### config.mk
export PLATFORM = sky130hd
export DESIGN_NAME = avalon_mm_arbiter_flat
export DESIGN_NICKNAME = d
export VERILOG_FILES = /design/src/rtl/avalon_mm_arbiter_if.sv /design/src/rtl/avalon_mm_arbiter.sv /design/src/flat_wrapper.sv
export SDC_FILE = /design/constraint.sdc
export NUM_CORES = 1
export LEC_CHECK = 0
export CAP_MARGIN = 10
export CORE_AREA = 2 2 124 126
export CTS_BUF_LIST = sky130_fd_sc_hd__clkbuf_16
export DETAILED_ROUTE_END_ITERATION = 10
export DIE_AREA = 0 0 126 128
export REMOVE_ABC_BUFFERS = 1
export SLEW_MARGIN = 20
export SYNTH_ARGS = -nofsm -noshare
export SYNTH_HDL_FRONTEND = slang
export SYNTH_SLANG_ARGS = --single-unit
### constraint.sdc
create_clock -name clk -period 3 [get_ports clk]
set_clock_uncertainty 0.05 [all_clocks]
set_input_delay 0.45 -clock clk [delete_from_list [all_inputs] [get_ports clk]]
set_output_delay 0.45 -clock clk [all_outputs]
set_load 0.05 [all_outputs]
### src/rtl/avalon_mm_arbiter_if.sv
// AvalonMmRw: pipelined-read Avalon-MM bundle shared by hosts and agents.
// Host drives the command phase; Agent drives waitrequest and read responses.
interface AvalonMmRw #(
    parameter int ADDR_W = 32,
    parameter int DATA_W = 32
);
    logic [ADDR_W-1:0]   address;
    logic [DATA_W/8-1:0] byteenable;
    logic [DATA_W-1:0]   host_to_agent;
    logic [DATA_W-1:0]   agent_to_host;
    logic                read;
    logic                write;
    logic                waitrequest;
    logic                readdatavalid;

    modport Host (
        output address,
        output byteenable,
        output host_to_agent,
        output read,
        output write,
        input  waitrequest,
        input  agent_to_host,
        input  readdatavalid
    );

    modport Agent (
        input  address,
        input  byteenable,
        input  host_to_agent,
        input  read,
        input  write,
        output waitrequest,
        output agent_to_host,
        output readdatavalid
    );
endinterface

### src/rtl/avalon_mm_arbiter.sv
// Two-host Avalon-MM arbiter with an in-order read-owner tracker.
// Define ARB_FIXED_PRIORITY_EN for fixed host0 priority instead of round-robin.
module avalon_mm_arbiter #(
    parameter int MAX_OUTSTANDING = 4
) (
    input  logic      clk,
    input  logic      reset,
    AvalonMmRw.Agent  host0,
    AvalonMmRw.Agent  host1,
    AvalonMmRw.Host   mem,
    output logic      protocol_error
);
    localparam int CW = $clog2(MAX_OUTSTANDING) + 1;
    localparam int PW = (MAX_OUTSTANDING > 1) ?
                        $clog2(MAX_OUTSTANDING) : 1;

    typedef enum logic [1:0] {
        OWN_NONE,
        OWN_H0,
        OWN_H1
    } owner_t;

    owner_t                     r_owner;
`ifndef ARB_FIXED_PRIORITY_EN
    logic                       r_last;
`endif
    logic [MAX_OUTSTANDING-1:0] r_fifo;
    logic [PW-1:0]              r_wp;
    logic [PW-1:0]              r_rp;
    logic [CW-1:0]              r_count;
    logic                       r_perr;

    logic w_req0;
    logic w_req1;
    logic w_gnt;
    logic w_id;
    logic w_s_read;
    logic w_s_write;
    logic w_s_rd;
    logic w_full;
    logic w_empty;
    logic w_rd_blk;
    logic w_hwait;
    logic w_acc;
    logic w_push;
    logic w_pop;
    logic w_head;
    logic w_drop;
    logic w_rw_err;

    function automatic logic [PW-1:0] f_next(input logic [PW-1:0] p);
        return (p == PW'(MAX_OUTSTANDING - 1)) ? '0 : p + PW'(1);
    endfunction

    assign w_req0 = host0.read | host0.write;
    assign w_req1 = host1.read | host1.write;

    // A locked owner keeps the grant; a fresh tie is resolved here.
    always_comb begin
        w_gnt = 1'b0;
        w_id  = 1'b0;
        unique case (r_owner)
            OWN_H0: begin
                w_gnt = w_req0;
                w_id  = 1'b0;
            end
            OWN_H1: begin
                w_gnt = w_req1;
                w_id  = 1'b1;
            end
            default: begin
                w_gnt = w_req0 | w_req1;
                if (w_req0 && w_req1) begin
`ifdef ARB_FIXED_PRIORITY_EN
                    w_id = 1'b0;
`else
                    w_id = ~r_last;
`endif
                end else begin
                    w_id = w_req1;
                end
            end
        endcase
        if (reset) begin
            w_gnt = 1'b0;
        end
    end

    assign w_s_read  = w_id ? host1.read  : host0.read;
    assign w_s_write = w_id ? host1.write : host0.write;
    assign w_s_rd    = w_s_read & ~w_s_write;

    assign w_full   = (r_count == CW'(MAX_OUTSTANDING));
    assign w_empty  = (r_count == '0);
    assign w_rd_blk = w_s_rd & w_full;

    assign mem.read  = w_gnt & w_s_rd & ~w_full;
    assign mem.write = w_gnt & w_s_write;

    assign mem.address = !w_gnt ? '0 :
                         w_id   ? host1.address : host0.address;
    assign mem.byteenable = !w_gnt ? '0 :
                            w_id   ? host1.byteenable : host0.byteenable;
    assign mem.host_to_agent = !w_gnt ? '0 :
                               w_id   ? host1.host_to_agent :
                                        host0.host_to_agent;

    assign w_hwait = mem.waitrequest | w_rd_blk;
    assign host0.waitrequest = ~(w_gnt & ~w_id) | w_hwait;
    assign host1.waitrequest = ~(w_gnt &  w_id) | w_hwait;

    assign w_acc  = (mem.read | mem.write) & ~mem.waitrequest;
    assign w_push = mem.read & ~mem.waitrequest;
    assign w_pop  = mem.readdatavalid & ~w_empty & ~reset;
    assign w_drop = mem.readdatavalid & w_empty;
    assign w_head = r_fifo[r_rp];

    assign w_rw_err = (host0.read & host0.write) |
                      (host1.read & host1.write);

    assign host0.agent_to_host = mem.agent_to_host;
    assign host1.agent_to_host = mem.agent_to_host;
    assign host0.readdatavalid = w_pop & ~w_head;
    assign host1.readdatavalid = w_pop &  w_head;

    assign protocol_error = r_perr;

    always_ff @(posedge clk or posedge reset) begin
        if (reset) begin
            r_owner <= OWN_NONE;
`ifndef ARB_FIXED_PRIORITY_EN
            r_last  <= 1'b1;
`endif
        end else if (!w_gnt) begin
            r_owner <= OWN_NONE;
        end else if (w_acc) begin
            r_owner <= OWN_NONE;
`ifndef ARB_FIXED_PRIORITY_EN
            r_last  <= w_id;
`endif
        end else begin
            r_owner <= w_id ? OWN_H1 : OWN_H0;
        end
    end

    always_ff @(posedge clk or posedge reset) begin
        if (reset) begin
            r_fifo  <= '0;
            r_wp    <= '0;
            r_rp    <= '0;
            r_count <= '0;
            r_perr  <= 1'b0;
        end else begin
            if (w_push) begin
                r_fifo[r_wp] <= w_id;
                r_wp         <= f_next(r_wp);
            end
            if (w_pop) begin
                r_rp <= f_next(r_rp);
            end
            unique case ({w_push, w_pop})
                2'b10:   r_count <= r_count + CW'(1);
                2'b01:   r_count <= r_count - CW'(1);
                default: r_count <= r_count;
            endcase
            if (w_rw_err || w_drop) begin
                r_perr <= 1'b1;
            end
        end
    end
endmodule

### src/flat_wrapper.sv
// flat-port wrapper written by rule: the top's interface ports become plain ports
module avalon_mm_arbiter_flat 
#(
    parameter int MAX_OUTSTANDING = 4
)
  (clk, reset, protocol_error, host0_address, host0_byteenable, host0_host_to_agent, host0_read, host0_write, host0_waitrequest, host0_agent_to_host, host0_readdatavalid, host1_address, host1_byteenable, host1_host_to_agent, host1_read, host1_write, host1_waitrequest, host1_agent_to_host, host1_readdatavalid, mem_address, mem_byteenable, mem_host_to_agent, mem_read, mem_write, mem_waitrequest, mem_agent_to_host, mem_readdatavalid);
  AvalonMmRw host0_i ();
  AvalonMmRw host1_i ();
  AvalonMmRw mem_i ();
  input  logic clk;
  input  logic reset;
  output logic protocol_error;
  input wire logic [$bits(host0_i.address)-1:0] host0_address;
  input wire logic [$bits(host0_i.byteenable)-1:0] host0_byteenable;
  input wire logic [$bits(host0_i.host_to_agent)-1:0] host0_host_to_agent;
  input wire logic [$bits(host0_i.read)-1:0] host0_read;
  input wire logic [$bits(host0_i.write)-1:0] host0_write;
  output wire logic [$bits(host0_i.waitrequest)-1:0] host0_waitrequest;
  output wire logic [$bits(host0_i.agent_to_host)-1:0] host0_agent_to_host;
  output wire logic [$bits(host0_i.readdatavalid)-1:0] host0_readdatavalid;
  input wire logic [$bits(host1_i.address)-1:0] host1_address;
  input wire logic [$bits(host1_i.byteenable)-1:0] host1_byteenable;
  input wire logic [$bits(host1_i.host_to_agent)-1:0] host1_host_to_agent;
  input wire logic [$bits(host1_i.read)-1:0] host1_read;
  input wire logic [$bits(host1_i.write)-1:0] host1_write;
  output wire logic [$bits(host1_i.waitrequest)-1:0] host1_waitrequest;
  output wire logic [$bits(host1_i.agent_to_host)-1:0] host1_agent_to_host;
  output wire logic [$bits(host1_i.readdatavalid)-1:0] host1_readdatavalid;
  output wire logic [$bits(mem_i.address)-1:0] mem_address;
  output wire logic [$bits(mem_i.byteenable)-1:0] mem_byteenable;
  output wire logic [$bits(mem_i.host_to_agent)-1:0] mem_host_to_agent;
  output wire logic [$bits(mem_i.read)-1:0] mem_read;
  output wire logic [$bits(mem_i.write)-1:0] mem_write;
  input wire logic [$bits(mem_i.waitrequest)-1:0] mem_waitrequest;
  input wire logic [$bits(mem_i.agent_to_host)-1:0] mem_agent_to_host;
  input wire logic [$bits(mem_i.readdatavalid)-1:0] mem_readdatavalid;
  assign host0_i.address = host0_address;
  assign host0_i.byteenable = host0_byteenable;
  assign host0_i.host_to_agent = host0_host_to_agent;
  assign host0_i.read = host0_read;
  assign host0_i.write = host0_write;
  assign host0_waitrequest = host0_i.waitrequest;
  assign host0_agent_to_host = host0_i.agent_to_host;
  assign host0_readdatavalid = host0_i.readdatavalid;
  assign host1_i.address = host1_address;
  assign host1_i.byteenable = host1_byteenable;
  assign host1_i.host_to_agent = host1_host_to_agent;
  assign host1_i.read = host1_read;
  assign host1_i.write = host1_write;
  assign host1_waitrequest = host1_i.waitrequest;
  assign host1_agent_to_host = host1_i.agent_to_host;
  assign host1_readdatavalid = host1_i.readdatavalid;
  assign mem_address = mem_i.address;
  assign mem_byteenable = mem_i.byteenable;
  assign mem_host_to_agent = mem_i.host_to_agent;
  assign mem_read = mem_i.read;
  assign mem_write = mem_i.write;
  assign mem_i.waitrequest = mem_waitrequest;
  assign mem_i.agent_to_host = mem_agent_to_host;
  assign mem_i.readdatavalid = mem_readdatavalid;
  avalon_mm_arbiter #(.MAX_OUTSTANDING(MAX_OUTSTANDING)) u_core (.clk(clk), .reset(reset), .host0(host0_i), .host1(host1_i), .mem(mem_i), .protocol_error(protocol_error));
endmodule
* Yosys cells after proc, flatten, opt, wreduce, memory -nomap -nowiden *
Cells that the tools add are included.

word-level totals
  flip-flop bits (word level) = 15
  logic and storage cells = 84

cells by class
  add/sub/neg operators = 4
  order comparisons = 3
  equality and inequality tests = 7
  multiplexer cells = 23
  bitwise gates (word level) = 34
  reduce and logical (&&, ||, !) cells = 6

operators by type and width
  cell                   number
  $mux W32               4
  $and A1 B1 Y1          16
  $mux W2                5
  $not A1 Y1             10
  $eq A2 B2 Y1 const B   4
  $mux W4                2
  $or A1 B1 Y1           8
  $lt A2 B3 Y1 const B   2
  $mux W1                6
  $pmux W3 S2            1
  $add A2 B1 Y2 const B  2
  $bwmux W4              1
  $eq A2 B1 Y1 const B   2
  $pmux W1 S2            2
  $add A3 B1 Y3 const B  1
  $eq A3 B3 Y1 const B   1
  $logic_not A3 Y1       1
  $sub A3 B1 Y3 const B  1
  $bmux W1 S2            1
  $demux W1 S2           1
  $ge A2 B1 Y1 const B   1
  $logic_and A1 B1 Y1    2
  $reduce_and A2 Y1      1
  $reduce_bool A2 Y1     1
  $logic_or A1 B1 Y1     1

* Logic depth before layout (Yosys ltp) *
Gate-level depths: netlist (run 1).

  depth in word-level cells = 13
  depth in mapped cells = 14

* Worst setup path after synthesis (run 1) *
Ideal clock, no wire load.

  path type = reg-to-output
  from = register u_core.r_owner[0]
  to = output port mem_read
  data arrival time = 2.385 ns
  data required time = 2.500 ns
  slack = 0.115 ns
  stages on the path, launching flop included = 9
  buffers on the path = 3
  cells stage by stage = dfrtp_1 inv_1 ha_1 buf_6 o22ai_1 a21o_1 buf_6 clkbuf_1 nor3_1

between the ends
  longest elaborated chain between the ends = 7

RTL lines
  what                                          line                      source
  from (decl)                                   avalon_mm_arbiter.sv:23   owner_t r_owner;
  from (signal assigned)                        avalon_mm_arbiter.sv:142  r_owner <= w_id ? OWN_H1 : OWN_H0;
  $eq A2 B2 Y1 or $eq A2 B1 Y1 (tied branches)  avalon_mm_arbiter.sv:62   unique case (r_owner)
  $pmux W1 S2                                   avalon_mm_arbiter.sv:62
  $mux W1                                       avalon_mm_arbiter.sv:90   assign w_s_write = w_id ? host1.write : host0.write;
  $not A1 Y1                                    avalon_mm_arbiter.sv:91   assign w_s_rd = w_s_read & ~w_s_write;
  $and A1 B1 Y1                                 avalon_mm_arbiter.sv:91
  $and A1 B1 Y1 * (2 in a row)                  avalon_mm_arbiter.sv:97   assign mem.read = w_gnt & w_s_rd & ~w_full;
  to (decl)                                     flat_wrapper.sv:32        output wire logic [$bits(mem_i.read)-1:0] mem_read;

Mark *: on every way between the ends. The rest lies on a longest branch, timed or not.

* Worst setup path after layout (run 1) *
  from = input port host0_read
  to = output port mem_host_to_agent[13]

between the ends
  longest elaborated chain between the ends = 6

RTL lines
  what                 line                      source
  from (decl)          flat_wrapper.sv:16        input wire logic [$bits(host0_i.read)-1:0] host0_read;
  $or A1 B1 Y1 *       avalon_mm_arbiter.sv:55   assign w_req0 = host0.read | host0.write;
  $logic_and A1 B1 Y1  avalon_mm_arbiter.sv:73   if (w_req0 && w_req1) begin
  $mux W1              avalon_mm_arbiter.sv:73
  $pmux W1 S2          avalon_mm_arbiter.sv:62
  $mux W32             avalon_mm_arbiter.sv:105  w_id ? host1.host_to_agent :
  $mux W32 *           avalon_mm_arbiter.sv:104  assign mem.host_to_agent = !w_gnt ? '0 :
  to (decl)            flat_wrapper.sv:31        output wire logic [$bits(mem_i.host_to_agent)-1:0] mem_host_to_agent;

Marked as above.

==> run_summary.xml, run 1 <==
<?xml version="1.0" encoding="UTF-8"?>
<metrics>
  <group name="status">
    <metric name="outcome" unit="">complete, no violations</metric>
  </group>
  <group name="timing">
    <metric name="timing.final.crit_share" unit="%">96.6</metric>
    <metric name="timing.hold.ws" unit="ps">444</metric>
    <metric name="grt_setup_unrepaired" unit="">no</metric>
    <metric name="max-slew-margin-rel" unit="%">62.5</metric>
    <metric name="timing.final.max_slew_violations" unit="">0</metric>
    <metric name="timing.final.setup_violations" unit="">0</metric>
    <metric name="fmax" unit="GHz">0.345</metric>
    <metric name="min_period" unit="ps">2900</metric>
    <metric name="report.final.hold_viol_count" unit="">0</metric>
    <metric name="tightest_slew" unit="ps">562</metric>
  </group>
  <group name="run">
    <metric name="max_capacitance_violation_count" unit="">0</metric>
  </group>
  <group name="critical_path">
    <metric name="worstSetupPathType" unit="">input port to primary output</metric>
    <metric name="timing.reg2reg.setup_slack" unit="ps">260</metric>
    <metric name="critPathCaptureType" unit="">primary output</metric>
    <metric name="timing.critical_path.slowest_cell_delay" unit="ps">570</metric>
    <metric name="crit_path_top_delay_cell" unit="">clkdlybuf4s50_1</metric>
    <metric name="cell_chain_of_the_critical_path" unit="">clkdlybuf4s50_1 -&gt; o21a_1 -&gt; nor2_1 -&gt; nor2_4 -&gt; buf_12 -&gt; nand2_1 -&gt; a21oi_1 -&gt; buf_12</metric>
    <metric name="worst-endpoint-required" unit="ps">2500</metric>
    <metric name="critical_path_fanout_max" unit="">56</metric>
    <metric name="startpoint_type" unit="">input port</metric>
    <metric name="critical_path.most_common_cell" unit="">buf_12</metric>
    <metric name="cp_data_arrival_time" unit="ps">2400</metric>
  </group>
  <group name="synthesis">
    <metric name="ys_seq_elements" unit="">15</metric>
    <metric name="yosys_warnings" unit="">0</metric>
    <metric name="post_synth_num_cell_types" unit="">40</metric>
    <metric name="postSynthAreaPerCell" unit="um^2">6.37</metric>
    <metric name="netlist_instances" unit="">390</metric>
    <metric name="synth_largest_type_area_fraction" unit="%">21.6</metric>
    <metric name="synth.yosys.seq_area_share" unit="%">15.2</metric>
    <metric name="main_area_contributors_after_synthesis" unit="">nand2_1 22%, buf_4 19%, dfrtp_1 14%, a21oi_1 14%, ha_1 4.0%</metric>
    <metric name="synth.cell_area" unit="um^2">2480</metric>
    <metric name="synth.most_common_cell" unit="">nand2_1</metric>
    <metric name="synth_top_cell_by_area" unit="">nand2_1</metric>
    <metric name="yosys-top-cells-count" unit="">143 x nand2_1, 69 x a21oi_1, 64 x buf_4</metric>
    <metric name="async_reset_ff_share" unit="%">100</metric>
    <metric name="synthFlopType" unit="">dfrtp_1</metric>
    <metric name="synth_edf_count" unit="">0</metric>
  </group>
  <group name="final_layout">
    <metric name="layout.core_utilization" unit="%">35.3</metric>
    <metric name="fillCellCount" unit="">1528</metric>
    <metric name="design_area" unit="um^2">5240</metric>
    <metric name="inserted_diodes" unit="">0</metric>
    <metric name="fraction_of_final_layout_cells_sized_beyond_drive_strength_1" unit="%">20.0</metric>
    <metric name="layout.nets" unit="">722</metric>
    <metric name="syn_to_final_growth" unit="%">111</metric>
  </group>
  <group name="clock_network">
    <metric name="clk_root_buffer_cell" unit="">clkbuf_16</metric>
    <metric name="clkLatencyLatePin" unit="ps">240</metric>
    <metric name="cts_setup_buffers" unit="">0</metric>
    <metric name="htree_depth" unit="">1</metric>
    <metric name="clk_path_buf_depth" unit="">2</metric>
    <metric name="cts-buffers-inserted" unit="">3</metric>
    <metric name="numClockSinks" unit="">15</metric>
    <metric name="clk_transition_reported_paths" unit="ps">50</metric>
    <metric name="post_cts_resized" unit="">0</metric>
    <metric name="cts_tree" unit="">yes</metric>
    <metric name="holdBufCountCts" unit="">0</metric>
  </group>
  <group name="global_route">
    <metric name="global_route.overflow_total" unit="">0</metric>
    <metric name="grt_antenna_before_repair" unit="">0</metric>
    <metric name="grt_max_degree" unit="">57</metric>
    <metric name="wire_length_of_the_first_global_routing_pass" unit="um">17500</metric>
    <metric name="global_route.usage.total" unit="%">13.7</metric>
    <metric name="grt_pass1_vias" unit="">2997</metric>
  </group>
  <group name="drt">
    <metric name="vias_per_cell" unit="">4.30</metric>
    <metric name="detail-route-antenna-nets" unit="">0</metric>
    <metric name="first_iter_violations" unit="">103</metric>
    <metric name="wire_per_inst" unit="um">16.4</metric>
    <metric name="drc" unit="">0</metric>
    <metric name="drt_pre_antenna_iters" unit="">6</metric>
    <metric name="via_count" unit="">3114</metric>
    <metric name="route.final.wire_length" unit="um">11900</metric>
  </group>
  <group name="pwr">
    <metric name="total_power" unit="mW">4.18</metric>
    <metric name="power.density" unit="nW/um^2">798</metric>
    <metric name="highest_ir_drop_seen_on_vdd" unit="V">0.000426</metric>
    <metric name="cellLeakagePower" unit="nW">2.16</metric>
  </group>
  <group name="placed_design">
    <metric name="placed_cell_area" unit="um^2">5150</metric>
    <metric name="placement.io_buffers" unit="">218</metric>
    <metric name="finalWeightedCongestion" unit="">0.708</metric>
    <metric name="dpl.hpwl" unit="um">9590</metric>
  </group>
  <group name="hold_path">
    <metric name="hp-class" unit="">flop to flop</metric>
  </group>
  <group name="floorplan">
    <metric name="core_area" unit="um^2">14900</metric>
    <metric name="chipWidth" unit="um">126</metric>
    <metric name="design.portCount" unit="">315</metric>
    <metric name="die_height" unit="um">128</metric>
    <metric name="placement_rows" unit="">45</metric>
    <metric name="start_util" unit="%">16.7</metric>
    <metric name="die_area" unit="um^2">16100</metric>
  </group>
</metrics>
## sequential cells by signal (all words and copies together), names as in the netlist
signal and flops:
u_core.r_owner 2, u_core.r_fifo 4, u_core.r_last 1, u_core.r_wp 2, u_core.protocol_error 1, u_core.r_rp 2, u_core.r_count 3
## report_power, final
part	internal [mW]	switching, mW	total, mW
clock	0.176	0.0800	0.256
combinational	1.57	1.99	3.57
sequential	0.290	0.0705	0.360
total	2.04	2.14	4.18
## area by class of cell
type	instances	area, um^2	share of cell area, %
repair buffers	231	3030	57.8
multi-input cells	277	1490	28.4
flip-flops and latches	15	377	7.19
well taps	188	235	4.49
clock buffers	3	75.1	1.43
inverters	9	33.8	0.645
clock inverters	1	3.75	0.0716
## placed cells by master (no fill, tap or decap), drive strengths merged, types with 3 or more instances in the layout
cell | synthesis | layout
clkdlybuf4s50 | 0 | 144
nand2 | 143 | 143
buf | 76 | 87
a21oi | 69 | 69
dfrtp | 14 | 14
inv | 9 | 10
ha | 8 | 8
mux2 | 8 | 8
nor2 | 7 | 7
nand3 | 5 | 5
nor3 | 5 | 5
nand4 | 4 | 4
o21ai | 4 | 4
clkbuf | 13 | 3
o22ai | 3 | 3
## worst max-delay path: cells and delay by family
family | cells | cell delay [ps]
buf+inv | 3 | 1000
compound gates | 2 | 570
simple gates | 3 | 320
## final timing paths
check / start / to / depth (start not counted)
worst min-delay path: u_core.r_fifo[2] / u_core.r_fifo[2] / 1
max in group asynchronous: reset / u_core.r_rp[1] / 2
min in group asynchronous: reset / u_core.r_wp[0] / 2
worst max register to register: u_core.r_owner[0] / u_core.r_count[2] / 11
worst max-delay path: host0_read / mem_host_to_agent[13] / 8
worst min register to register: u_core.r_fifo[2] / u_core.r_fifo[2] / 1
## logic make-up after synthesis
kind of cell,after synthesis,synth area share [%]
compound gates,87,19.5
xor+xnor,3,1.06
fa+ha+maj,9,4.84
buf+inv,98,25.9
flops,15,15.2
mux,9,4.84
simple gates,169,28.8
## stage by stage
stage	setup TNS, ps	instances	worst slack, ps
after floorplan	-147690	301	-2250
after global placement	0	720	73.0
after detailed placement	0	720	88.3
after CTS	0	724	81.7
after global routing	0	724	0.292
final	0	724	101
## layer usage
| metal | wire length (um) | up-vias | global-route usage, % |
|---|---|---|---|
| met5 | 0 | - | 5.26 |
| met4 | 66 | 0 | 1.87 |
| met3 | 1690 | 8 | 8.76 |
| met2 | 5140 | 199 | 19.0 |
| met1 | 5010 | 1401 | 17.7 |
| li1 | - | 1506 | - |
Power figures use the tool's default switching activity.
==> inputs of run 2 (changes only) <==
- CTS_BUF_LIST: sky130_fd_sc_hd__clkbuf_16 -> unset
==> run 2 against run 1 <==
Design area unchanged; first-iteration DRC count stayed put; setup slack unchanged; total power is essentially flat; critical path depth is the same; highest routed layer unchanged.
==> run_summary.xml, run 2 (synthesized netlist as in run 1, its figures left out) <==
<?xml version="1.0" encoding="UTF-8"?>
<metrics>
  <group name="critical_path">
    <metric name="timing.reg2reg.setup_slack" unit="ps">260</metric>
    <metric name="cell_chain_of_the_critical_path" unit="">clkdlybuf4s50_1 -&gt; o21a_1 -&gt; nor2_1 -&gt; nor2_4 -&gt; buf_12 -&gt; nand2_1 -&gt; a21oi_1 -&gt; buf_12</metric>
    <metric name="cp_data_arrival_time" unit="ps">2400</metric>
    <metric name="crit_path_top_delay_cell" unit="">clkdlybuf4s50_1</metric>
    <metric name="critical_path_fanout_max" unit="">56</metric>
    <metric name="worst-endpoint-required" unit="ps">2500</metric>
    <metric name="startpoint_type" unit="">input port</metric>
    <metric name="timing.critical_path.slowest_cell_delay" unit="ps">570</metric>
    <metric name="worstSetupPathType" unit="">input port to primary output</metric>
    <metric name="critPathCaptureType" unit="">primary output</metric>
    <metric name="critical_path.most_common_cell" unit="">buf_12</metric>
  </group>
  <group name="final_layout">
    <metric name="commonest_cells_after_routing_fill_and_taps_aside" unit="">144 x clkdlybuf4s50_1, 143 x nand2_1, 74 x buf_12</metric>
    <metric name="inserted_diodes" unit="">0</metric>
    <metric name="final_common_cell" unit="">clkdlybuf4s50_1</metric>
    <metric name="fillCellCount" unit="">1528</metric>
    <metric name="design_area" unit="um^2">5240</metric>
    <metric name="reg.largest.list" unit="">u_core.r_fifo (4), u_core.r_count (3)</metric>
    <metric name="syn_to_final_growth" unit="%">111</metric>
    <metric name="registers.top_by_ff_count" unit="">u_core.r_fifo</metric>
    <metric name="fraction_of_final_layout_cells_sized_beyond_drive_strength_1" unit="%">20.0</metric>
    <metric name="layoutNonFillerInstCount" unit="">724</metric>
    <metric name="layout.core_utilization" unit="%">35.3</metric>
    <metric name="largest_register_ffs" unit="">4</metric>
    <metric name="layout.nets" unit="">722</metric>
  </group>
  <group name="clock_network">
    <metric name="clk_path_buf_depth" unit="">2</metric>
    <metric name="cts_setup_buffers" unit="">0</metric>
    <metric name="htree_depth" unit="">1</metric>
    <metric name="holdBufCountCts" unit="">0</metric>
    <metric name="cts_tree" unit="">yes</metric>
    <metric name="clkLatencyLatePin" unit="ps">240</metric>
    <metric name="clk_transition_reported_paths" unit="ps">50</metric>
    <metric name="clk_root_buffer_cell" unit="">clkbuf_16</metric>
    <metric name="numClockSinks" unit="">15</metric>
    <metric name="cts-buffers-inserted" unit="">3</metric>
  </group>
  <group name="global_route">
    <metric name="grt_antenna_before_repair" unit="">0</metric>
    <metric name="grt_max_degree" unit="">57</metric>
    <metric name="grt_pass1_vias" unit="">2997</metric>
    <metric name="global_route.usage.total" unit="%">13.7</metric>
    <metric name="wire_length_of_the_first_global_routing_pass" unit="um">17500</metric>
    <metric name="global_route.overflow_total" unit="">0</metric>
  </group>
  <group name="timing">
    <metric name="min_period" unit="ps">2900</metric>
    <metric name="timing.hold.ws" unit="ps">444</metric>
    <metric name="grt_setup_unrepaired" unit="">no</metric>
    <metric name="timing.final.max_slew_violations" unit="">0</metric>
    <metric name="fmax" unit="GHz">0.345</metric>
    <metric name="timing.final.setup_violations" unit="">0</metric>
    <metric name="final_worst_setup_slack" unit="ps">101</metric>
    <metric name="setup_tns" unit="ps">0</metric>
    <metric name="tightest_slew" unit="ps">562</metric>
    <metric name="report.final.hold_viol_count" unit="">0</metric>
    <metric name="timing.final.crit_share" unit="%">96.6</metric>
    <metric name="max-slew-margin-rel" unit="%">62.5</metric>
  </group>
  <group name="drt">
    <metric name="wire_per_inst" unit="um">16.4</metric>
    <metric name="drt_pre_antenna_iters" unit="">6</metric>
    <metric name="route.final.wire_length" unit="um">11900</metric>
    <metric name="first_iter_violations" unit="">103</metric>
    <metric name="vias_per_cell" unit="">4.30</metric>
    <metric name="drc" unit="">0</metric>
    <metric name="detail-route-antenna-nets" unit="">0</metric>
    <metric name="via_count" unit="">3114</metric>
  </group>
  <group name="floorplan">
    <metric name="die_area" unit="um^2">16100</metric>
    <metric name="placement_rows" unit="">45</metric>
    <metric name="core_area" unit="um^2">14900</metric>
    <metric name="chipWidth" unit="um">126</metric>
    <metric name="die_height" unit="um">128</metric>
    <metric name="start_util" unit="%">16.7</metric>
    <metric name="design.portCount" unit="">315</metric>
  </group>
  <group name="pwr">
    <metric name="power.density" unit="nW/um^2">799</metric>
    <metric name="power.share.switching" unit="%">51.2</metric>
    <metric name="combinationalPowerShare" unit="%">85.2</metric>
    <metric name="pwr-share-clk" unit="%">6.2</metric>
    <metric name="highest_ir_drop_seen_on_vdd" unit="V">0.000426</metric>
    <metric name="power_report.internal_total" unit="mW">2.04</metric>
    <metric name="seq_power_share" unit="%">8.6</metric>
    <metric name="total_power" unit="mW">4.19</metric>
    <metric name="cellLeakagePower" unit="nW">2.15</metric>
    <metric name="switching_power_summed_over_all_nets" unit="mW">2.14</metric>
  </group>
  <group name="placed_design">
    <metric name="dp_slack" unit="ps">88.3</metric>
    <metric name="dp_cells" unit="">720</metric>
    <metric name="placement.io_buffers" unit="">218</metric>
    <metric name="placed_cell_area" unit="um^2">5150</metric>
    <metric name="dpl.hpwl" unit="um">9590</metric>
    <metric name="finalWeightedCongestion" unit="">0.708</metric>
  </group>
  <group name="run">
    <metric name="max_capacitance_violation_count" unit="">0</metric>
  </group>
  <group name="hold_path">
    <metric name="hp-class" unit="">flop to flop</metric>
  </group>
  <group name="status">
    <metric name="outcome" unit="">complete, no violations</metric>
  </group>
</metrics>
-- run 2: changes by cell type in the layout (fill, tap and decap cells not counted) --
cell / change
clkbuf_1: +1
inv_1: -1
-- run 2: per-layer routing --
metal  global-route usage [%]  part of all wire [%]  vias up
li1                         -                     -     1506
met2                     19.0                    43      199
met5                     5.26                     0        -
met4                     1.87                  0.55        0
met1                     17.7                    42     1401
met3                     8.76                    14        8
-- run 2: what timing repair did --
action / in CTS / in global routing
endpoints found under the hold margin: 0 / 0
resized for setup: 0 / 4
setup endpoints to repair: 0 / 24
-- run 2: worst paths after layout --
path                                    endpoint  depth (start not counted)               from
setup reg to reg               u_core.r_count[2]                         11  u_core.r_owner[0]
min in group asynchronous         u_core.r_wp[0]                          2              reset
setup / recovery           mem_host_to_agent[13]                          8         host0_read
hold / removal                  u_core.r_fifo[2]                          1   u_core.r_fifo[2]
max in group asynchronous         u_core.r_rp[1]                          2              reset
hold reg to reg                 u_core.r_fifo[2]                          1   u_core.r_fifo[2]
-- run 2: cell type report --
type	count	area, um^2	share of cell area [%]
repair buffers	231	3030	57.8
multi-input cells	277	1490	28.4
flip-flops and latches	15	377	7.19
well taps	188	235	4.49
clock buffers	4	78.8	1.50
inverters	9	33.8	0.645
-- run 2: power groups by stage --
stage | Combinational [mW] | Clock [mW] | Sequential (mW)
finish | 3.57 | 0.260 | 0.360
global route | 3.80 | 0.275 | 0.376
CTS | 3.60 | 0.261 | 0.361
detailed placement | 3.59 | 0 | 0.362
global placement | 3.57 | 0 | 0.360
floorplan | 1.87 | 0 | 0.344
-- run 2: worst max-delay path: cells and delay by family --
kind	cells	cell delay, ps
buf+inv	3	1000
compound gates	2	570
simple gates	3	320
